==> src/rtl/cdc_gray_pkg.sv <==
// Gray-code pointer helpers shared by both halves of the Gray-pointer FIFO crossing.
package cdc_gray_pkg;

    localparam int unsigned MaxPtrW = 32;

    function automatic int unsigned ptr_width(input int unsigned log_depth);
        return log_depth + 1;
    endfunction

    function automatic logic [MaxPtrW-1:0] bin2gray(input logic [MaxPtrW-1:0] b);
        return b ^ (b >> 1);
    endfunction

    // Zero-extended inputs convert correctly because leading zeros leave the XOR prefix unchanged.
    function automatic logic [MaxPtrW-1:0] gray2bin(input logic [MaxPtrW-1:0] g);
        logic [MaxPtrW-1:0] b;
        b[MaxPtrW-1] = g[MaxPtrW-1];
        for (int i = MaxPtrW - 2; i >= 0; i--) begin
            b[i] = b[i+1] ^ g[i];
        end
        return b;
    endfunction

endpackage

==> src/rtl/cdc_gray_dst_lane.sv <==
// One destination-side lane of a Gray-pointer FIFO crossing: pointer sync, read pointer, head, fill.
// Optional registered output stage when CDC_GRAY_DST_SPILL_EN is defined.
module cdc_gray_dst_lane
    import cdc_gray_pkg::*;
#(
    parameter int unsigned LogDepth   = 1,
    parameter int unsigned SyncStages = 2,
    parameter int unsigned DataWidth  = 32
) (
    input  logic                                    clk_i,
    input  logic                                    rst_ni,
    input  logic [(2**LogDepth)-1:0][DataWidth-1:0] async_data_i,
    input  logic [LogDepth:0]                       async_wptr_i,
    output logic [LogDepth:0]                       async_rptr_o,
    output logic [DataWidth-1:0]                    data_o,
    output logic                                    valid_o,
    input  logic                                    ready_i,
    input  logic                                    flush_i,
    output logic [LogDepth:0]                       fill_o
);

    localparam int unsigned PtrW = ptr_width(LogDepth);

    logic [SyncStages-1:0][PtrW-1:0] sync_q, sync_d;
    logic [PtrW-1:0]                 wsync;
    logic [PtrW-1:0]                 rptr_q, rptr_d;
    logic [PtrW-1:0]                 rgray_q, rgray_d;
    logic                            fifo_valid;
    logic [DataWidth-1:0]            fifo_data;
    logic                            fifo_pop;

    // sync_q[0] captures the asynchronous pointer; the last stage is the only one decoded.
    assign sync_d = {sync_q[SyncStages-2:0], async_wptr_i};
    assign wsync  = PtrW'(gray2bin(MaxPtrW'(sync_q[SyncStages-1])));

    assign fifo_valid = (wsync != rptr_q);
    assign fifo_data  = async_data_i[rptr_q[LogDepth-1:0]];
    assign fill_o     = wsync - rptr_q;

    always_comb begin
        rptr_d = rptr_q;
        if (flush_i) begin
            rptr_d = wsync;
        end else if (fifo_pop) begin
            rptr_d = rptr_q + PtrW'(1);
        end
    end

    assign rgray_d      = PtrW'(bin2gray(MaxPtrW'(rptr_d)));
    assign async_rptr_o = rgray_q;

    always_ff @(posedge clk_i) begin
        if (!rst_ni) begin
            sync_q  <= '0;
            rptr_q  <= '0;
            rgray_q <= '0;
        end else begin
            sync_q  <= sync_d;
            rptr_q  <= rptr_d;
            rgray_q <= rgray_d;
        end
    end

`ifdef CDC_GRAY_DST_SPILL_EN
    logic                 spill_vld_q, spill_vld_d;
    logic [DataWidth-1:0] spill_data_q, spill_data_d;

    // The stage refills in the same cycle it is drained, so back-to-back pops keep full rate.
    assign fifo_pop = fifo_valid && (!spill_vld_q || ready_i) && !flush_i;

    always_comb begin
        spill_vld_d  = spill_vld_q;
        spill_data_d = spill_data_q;
        if (flush_i) begin
            spill_vld_d = 1'b0;
        end else if (fifo_pop) begin
            spill_vld_d  = 1'b1;
            spill_data_d = fifo_data;
        end else if (ready_i) begin
            spill_vld_d = 1'b0;
        end
    end

    always_ff @(posedge clk_i) begin
        if (!rst_ni) begin
            spill_vld_q  <= 1'b0;
            spill_data_q <= '0;
        end else begin
            spill_vld_q  <= spill_vld_d;
            spill_data_q <= spill_data_d;
        end
    end

    assign valid_o = spill_vld_q;
    assign data_o  = spill_data_q;
`else
    assign fifo_pop = fifo_valid && ready_i;
    assign valid_o  = fifo_valid;
    assign data_o   = fifo_data;
`endif

endmodule

==> src/rtl/cdc_gray_dst_array.sv <==
// Array of independent destination-side Gray-pointer FIFO lanes sharing one clock and reset.
// Optional registered output stage per lane: define CDC_GRAY_DST_SPILL_EN.
module cdc_gray_dst_array
    import cdc_gray_pkg::*;
#(
    parameter int unsigned NumChan    = 5,
    parameter int unsigned LogDepth   = 1,
    parameter int unsigned SyncStages = 2,
    parameter int unsigned DataWidth  = 32
) (
    input  logic                                                 dst_clk_i,
    input  logic                                                 dst_rst_ni,
    input  logic [NumChan-1:0][(2**LogDepth)-1:0][DataWidth-1:0] async_data_i,
    input  logic [NumChan-1:0][LogDepth:0]                       async_wptr_i,
    output logic [NumChan-1:0][LogDepth:0]                       async_rptr_o,
    output logic [NumChan-1:0][DataWidth-1:0]                    dst_data_o,
    output logic [NumChan-1:0]                                   dst_valid_o,
    input  logic [NumChan-1:0]                                   dst_ready_i,
    input  logic [NumChan-1:0]                                   dst_flush_i,
    output logic [NumChan-1:0][LogDepth:0]                       dst_fill_o
);

    if (LogDepth < 1) begin : g_bad_logdepth
        $error("cdc_gray_dst_array: LogDepth must be at least 1");
    end
    if (SyncStages < 2) begin : g_bad_syncstages
        $error("cdc_gray_dst_array: SyncStages must be at least 2");
    end
    if (NumChan < 1) begin : g_bad_numchan
        $error("cdc_gray_dst_array: NumChan must be at least 1");
    end

    for (genvar c = 0; c < NumChan; c++) begin : g_lane
        cdc_gray_dst_lane #(
            .LogDepth   (LogDepth),
            .SyncStages (SyncStages),
            .DataWidth  (DataWidth)
        ) u_lane (
            .clk_i        (dst_clk_i),
            .rst_ni       (dst_rst_ni),
            .async_data_i (async_data_i[c]),
            .async_wptr_i (async_wptr_i[c]),
            .async_rptr_o (async_rptr_o[c]),
            .data_o       (dst_data_o[c]),
            .valid_o      (dst_valid_o[c]),
            .ready_i      (dst_ready_i[c]),
            .flush_i      (dst_flush_i[c]),
            .fill_o       (dst_fill_o[c])
        );
    end

endmodule

==> config.mk <==
export PLATFORM = sky130hd
export DESIGN_NAME = cdc_gray_dst_array
export DESIGN_NICKNAME = d
export VERILOG_FILES = /design/src/rtl/cdc_gray_pkg.sv /design/src/rtl/cdc_gray_dst_lane.sv /design/src/rtl/cdc_gray_dst_array.sv
export SDC_FILE = /design/constraint.sdc
export NUM_CORES = 1
export LEC_CHECK = 0
export CAP_MARGIN = 25
export CORE_AREA = 2 2 206 208
export CTS_BUF_LIST = sky130_fd_sc_hd__clkbuf_4
export DETAILED_ROUTE_END_ITERATION = 10
export DIE_AREA = 0 0 208 210
export PLACE_DENSITY = 0.46
export SLEW_MARGIN = 20
export SYNTH_ARGS = -nofsm -noshare
export SYNTH_HDL_FRONTEND = slang
export SYNTH_HIERARCHICAL = 1
export SYNTH_SLANG_ARGS = --single-unit
==> constraint.sdc <==
create_clock -name dst_clk_i -period 2.25 [get_ports dst_clk_i]
set_clock_uncertainty 0.1 [all_clocks]
set_input_delay 0.3375 -clock dst_clk_i [delete_from_list [all_inputs] [get_ports dst_clk_i]]
set_output_delay 0.3375 -clock dst_clk_i [all_outputs]
set_load 0.03 [all_outputs]
==> results.toml, run 1 <==
[power]
switching_share_pct = 42.9
p_clk_share_pct = 9.6
p_comb_share_pct = 71.7
p_int_mw = 2.12
peakVddDrop_mv = 0.140
p_seq_share_pct = 18.7
p_switching_mw = 1.59
leakage_nw = 3.68
power_density_nw_per_um2 = 395

[final_layout]
final_cells = 1422
fin_area_um2 = 9380
drive_gt1_share_pct = 24.3
register_area_um2 = 704
area_growth_pct = 161
multi_input_area_um2 = 2710
fin_nets = 1228
num-fill-cells = 4593

[logic_synthesis]
yosys_warnings = 6
yosysSeqAreaShare_pct = 19.5
syn-num-nets = 712
synthTopCellsByArea = "mux2_2 50%, dfxtp_1 20%, and2_1 4.4%"
avgSynthCellArea_um2 = 9.84
synth-main-ff-cell = "dfxtp_1"
netlist_area_um2 = 3590
syn_inst = 365
ys_types = 20
ys_ff_latch = 35
yosysTopAreaCellShare_pct = 50.2
synth_commonest_cells = "160 x mux2_2, 35 x dfxtp_1, 25 x and2_1, 25 x nand2_1, 20 x nor2_1"
synth_top_area_cell = "mux2_2"
synth-edff-count = 0
synth.most_common_cell = "mux2_2"
async_flop_share_pct = 0

[sta]
final_max_slew_viol_count = 0
rsz0062_at_grt = "yes"
relSlewSlack_pct = 57.3
hold_viol_final = 0
timing.fmax_mhz = 467
fin_crit_ns = 2.14
finalCritPeriodShare_pct = 95.2
tightest_slew_ns = 0.640
setup_viol = 0
finalHoldWorstSlack_ns = 0.345

[min_path]
hold_class = "reg2reg"

[die]
core_area_um2 = 41500
die_h_um = 210
die_area_um2 = 43700
ioPinCount = 527
rows = 75
die_width_um = 208
start_util_pct = 8.66

[detailed_routing]
route.vias.total = 4800
viasPerCell = 3.38
drtAntennaViolNets = 0
dr.pass1.iters = 4
drcViolationCount = 0
drt_iter0_drc = 68
drt-total-wl_um = 20000
routedWlPerCell_um = 14.1

[grt]
grt_usage_pct = 8.42
grt_max_degree = 39
grt_pass1_wl_um = 28400
grt_pass1_vias = 5044
grt-ovfl-total = 0
antenna_found_initial = 3

[critical_path]
cp_max_fo = 38
crit_path_cell_trace = "buf_12 -> mux2_2 -> dlygate4sd2_1"
timing.critical_path.buf_inv = 2
crit_path_end_kind = "output pin"
cp_slowest_stage_delay_ns = 0.38
critPathRequiredTime_ns = 1.81
arrival_ns = 1.70
critPathSlowestCell = "dfxtp_1"
cp-start-kind = "flop"
crit_family = "buffers and inverters"
critPathKind = "reg2out"

[placement]
hpwl_um = 17000
io_buffers = 526
place_area_um2 = 9450
gp_congestion = 0.739
dp.cells = 1411

[cts]
clock_sinks = 35
clkLatencyLatePin_ns = 0.37
cts_tree = "done"
cts_root_buf = "clkbuf_4"
numCtsBuffers = 5
htreeDepth = 2
clkTransAtPathRegs_ns = 0.12
cts_buffer_depth = 2

[job]
maxCapViolCount = 0

[run_status]
status = "finished, final reports clean"
==> path summary, 6_finish.rpt <==
| path | from | to | slack (ns) | cells past startpoint |
|---|---|---|---|---|
| setup / recovery | g_lane[1].u_lane/rptr_q[0] | dst_data_o[36] | 0.11 | 3 |
| hold / removal | g_lane[2].u_lane/sync_d[2] | g_lane[2].u_lane/sync_q[2] | 0.34 | 1 |
| setup reg to reg | g_lane[2].u_lane/sync_q[3] | g_lane[2].u_lane/async_rptr_o[0] | 0.18 | 7 |
| hold reg to reg | g_lane[2].u_lane/sync_d[2] | g_lane[2].u_lane/sync_q[2] | 0.34 | 1 |
==> per-stage QoR <==
step	utilization, %	TNS [ns]	power [mW]	setup slack [ns]
detailed placement	22.8	0	3.56	0.0964
global route	22.6	-0.00901	3.94	-0.00518
floorplan	-	0	2.12	0.427
finish	22.6	0	3.70	0.108
global placement	22.8	0	3.56	0.0960
CTS	22.4	0	3.78	0.0109
==> sequential cells by signal, summed over array words and instances, names as in the netlist <==
signal,count
g_lane.u_lane/sync_d,10
g_lane.u_lane/sync_q,10
g_lane.u_lane/rptr_q,10
g_lane.u_lane/async_rptr_o,5
==> routing by layer <==
| metal | share of wire (%) | GRT usage, % | up-vias | routed length [um] |
|---|---|---|---|---|
| met4 | 1.2 | 1.98 | 4 | 243 |
| met3 | 9.6 | 3.05 | 18 | 1920 |
| met2 | 53 | 16.2 | 288 | 10700 |
| li1 | - | - | 2324 | - |
| met1 | 36 | 8.63 | 2166 | 7200 |
| met5 | 0.11 | 0 | - | 23 |
==> cell families (layout without fill, tap and decap cells) <==
| group | count (synthesis) | count (layout) | synth area share, % |
|---|---|---|---|
| XOR/XNOR | 20 | 20 | 4.88 |
| AND/OR/NAND/NOR | 90 | 90 | 13.9 |
| buffers and inverters | 35 | 551 | 5.23 |
| AO/OA/AOI/OAI | 20 | 20 | 4.53 |
| adder cells (fa/ha/maj) | 5 | 5 | 1.74 |
| other | 0 | 2 | 0 |
| multiplexers | 160 | 160 | 50.2 |
| flip-flops | 35 | 35 | 19.5 |
==> cells in the final DEF (no fill, tap or decap) <==
master / instances
buf_12: 8
xnor2_1: 14
a221oi_1: 5
buf_2: 1
clkbuf_16: 2
dfxtp_2: 3
nor2b_4: 5
clkinv_1: 1
dfxtp_1: 32
diode_2: 2
nor2b_1: 5
xor2_1: 5
clkdlybuf4s50_1: 350
a21oi_1: 5
or3_1: 5
and2_1: 25
a211o_1: 5
dlygate4sd2_1: 145
nor2_1: 20
inv_1: 10
ha_1: 5
clkbuf_4: 5
nand2_1: 25
buf_4: 28
nor4b_1: 5
xnor2_2: 1
mux2_2: 160
clkinv_2: 1
a221o_1: 5
==> final cells by class <==
type / instances / area share [%]
Multi-Input combinational cell: 295 / 28.9
Clock buffer: 5 / 0.400
Timing Repair Buffer: 534 / 55.4
Antenna cell: 2 / 0.0534
Tap cell: 539 / 7.19
Clock inverter: 2 / 0.0934
Inverter: 10 / 0.400
Sequential cell: 35 / 7.51
==> repair_timing <==
| action | in CTS | in global routing |
|---|---|---|
| hold buffers | 0 | 0 |
| gates cloned | 0 | 2 |
| resized for setup | 145 | 4 |
| buffers inserted | 0 | 0 |
| endpoints found under the setup margin | 145 | 23 |
==> power groups by stage <==
stage               logic [mW]  registers [mW]  clock network [mW]
finish                    2.65           0.691               0.357
detailed placement        2.86           0.702                   0
global route              2.81           0.698               0.433
global placement          2.85           0.701                   0
floorplan                 1.41           0.719                   0
CTS                       2.67           0.688               0.420
No activity file was read; power rests on OpenSTA's default activity.
==> run 2: changes to the inputs <==
--- a/config.mk
+++ b/config.mk
@@ -6,13 +6,12 @@
 export NUM_CORES = 1
 export LEC_CHECK = 0
 export CAP_MARGIN = 25
-export CORE_AREA = 2 2 206 208
+export CORE_AREA = 2 2 203 205
 export CTS_BUF_LIST = sky130_fd_sc_hd__clkbuf_4
 export DETAILED_ROUTE_END_ITERATION = 10
-export DIE_AREA = 0 0 208 210
-export PLACE_DENSITY = 0.46
+export DIE_AREA = 0 0 205 207
+export PLACE_DENSITY = 0.47
 export SLEW_MARGIN = 20
 export SYNTH_ARGS = -nofsm -noshare
 export SYNTH_HDL_FRONTEND = slang
-export SYNTH_HIERARCHICAL = 1
 export SYNTH_SLANG_ARGS = --single-unit
==> results.toml, run 2 <==
[run_status]
status = "finished, final reports clean"

[critical_path]
arrival_ns = 1.69
cp_slowest_stage_delay_ns = 0.41
crit_path_cell_trace = "buf_12 -> mux2_2 -> clkdlybuf4s15_1"
cp_max_fo = 19
critPathRequiredTime_ns = 1.81
timing.critical_path.buf_inv = 2
r2r_slack_ns = 0.19
critPathKind = "reg2out"
cp-start-kind = "flop"
crit_family = "buffers and inverters"
critPathSlowestCell = "dfxtp_4"
crit_path_end_kind = "output pin"

[final_layout]
diodes = 0
num-fill-cells = 4444
final_cells = 1415
fin_util_pct = 23.8
multi_input_area_um2 = 2740
drive_gt1_share_pct = 24.9
area_growth_pct = 164
fin_nets = 1229
register_area_um2 = 717
final_cell_mix = "351 x clkdlybuf4s50_1, 160 x mux2_2, 153 x dlygate4sd2_1"
final_common_cell = "clkdlybuf4s50_1"

[placement]
gp_congestion = 0.757
hpwl_um = 17000
io_buffers = 526
dp.cells = 1403
dp_slack_ns = 0.108

[cts]
htreeDepth = 2
cts_buffer_depth = 2
clkTransAtPathRegs_ns = 0.13
numCtsBuffers = 5
cts_setup_buffers = 0
cts_tree = "done"
clkLatencyLatePin_ns = 0.38
clock_sinks = 35
cts_root_buf = "clkbuf_4"

[die]
start_util_pct = 9.02
die_width_um = 205
rows = 74
core_area_um2 = 40400
ioPinCount = 527
die_area_um2 = 42400
die_h_um = 207

[grt]
grt_pass1_wl_um = 28300
grt_usage_pct = 8.57
grt-ovfl-total = 0
grt_pass1_vias = 5098
antenna_found_initial = 0
grt_max_degree = 39

[power]
peakVddDrop_mv = 0.163
power_density_nw_per_um2 = 406
finalPower_mw = 3.90
leakage_nw = 3.78

[job]
maxCapViolCount = 0

[sta]
finalCritPeriodShare_pct = 94.7
setup_viol = 0
fin_crit_ns = 2.13
timing.fmax_mhz = 469
relSlewSlack_pct = 68.9
fin_ws_ns = 0.119
hold_viol_final = 0
tns_ns = 0
tightest_slew_ns = 0.464
rsz0062_at_grt = "no"
final_max_slew_viol_count = 0

[detailed_routing]
drcViolationCount = 0
viasPerCell = 3.41
routedWlPerCell_um = 14.3
drtAntennaViolNets = 0
dr.pass1.iters = 4
drt-total-wl_um = 20300
route.vias.total = 4822
drt_iter0_drc = 87

[logic_synthesis]
synth-edff-count = 0
yosysSeqAreaShare_pct = 19.2
netlist_area_um2 = 3640
syn_inst = 368
synth_top_area_cell = "mux2_2"
async_flop_share_pct = 0
synth-main-ff-cell = "dfxtp_1"
synth.most_common_cell = "mux2_2"
synth_commonest_cells = "160 x mux2_2, 35 x dfxtp_1, 24 x and2_1"
ys_ff_latch = 35
ys_types = 31
yosys_warnings = 0
synthTopCellsByArea = "mux2_2 49%, dfxtp_1 19%, and2_1 4.1%"
yosysTopAreaCellShare_pct = 49.5
avgSynthCellArea_um2 = 9.89
syn-num-nets = 715

[min_path]
hold_class = "reg2reg"
==> run 2: cell count changes after synthesis, moves of 6 or more <==
cell / before / now
nor3b_1: 0 / 7
nor2_1: 20 / 9
clkbuf_1: 15 / 6
nand2_1: 25 / 19
buf_2: 0 / 16
==> run 2: per-layer routing <==
layer	vias up	part of all wire (%)	GRT usage [%]	wire [um]
met3	10	11	2.80	2180
met2	284	53	17.1	10800
met1	2199	35	8.61	7120
met4	0	0.61	1.31	123
met5	-	0	0	0
li1	2329	-	-	-
==> run 2: stage by stage <==
step / cell area (um2) / hold slack [ns]
after CTS: 9450 / 0.353
after floorplan: 3640 / 0.312
after detailed placement: 9560 / 0.319
after global placement: 9560 / 0.317
after global routing: 9600 / 0.371
final: 9600 / 0.349
==> run 2: final cells by class <==
cell class	instances	share of cell area, %
sequential	35	7.47
inverter	10	0.391
clock buffer	5	0.391
tap	532	6.94
multi-input combinational	290	28.6
clock inverter	3	0.456
timing repair buffer	540	55.8
==> run 2: cell families (layout without fill, tap and decap cells) <==
family                   Yosys count  after routing  synth area share [%]
AO/OA/AOI/OAI                     20             20                  4.33
XOR/XNOR                          20             20                  4.81
adder cells (fa/ha/maj)            5              5                  1.72
buffers and inverters             43            558                  6.22
flip-flops                        35             35                  19.2
multiplexers                     163            163                  50.3
AND/OR/NAND/NOR                   82             82                  13.4
==> run 2: worst paths after layout <==
check,from,endpoint,cells after the start
worst max-delay path,g_lane[0].u_lane.rptr_q[0],dst_data_o[9],3
worst min-delay path,g_lane[1].u_lane.sync_d[2],g_lane[1].u_lane.sync_q[2],1
worst max register to register,g_lane[1].u_lane.sync_q[3],g_lane[1].u_lane.async_rptr_o[0],8
worst min register to register,g_lane[1].u_lane.sync_d[2],g_lane[1].u_lane.sync_q[2],1
==> run 2: report_power, final <==
part	total, mW	internal (mW)	switching [mW]
Combinational	2.69	1.38	1.31
Sequential	0.694	0.663	0.0316
Clock	0.508	0.234	0.274
==> run 2: timing repair <==
item	in CTS	in global routing
gates cloned	0	4
gates resized for setup	156	16
setup endpoints to repair	155	74
hold buffers	0	0
endpoints found under the hold margin	0	0
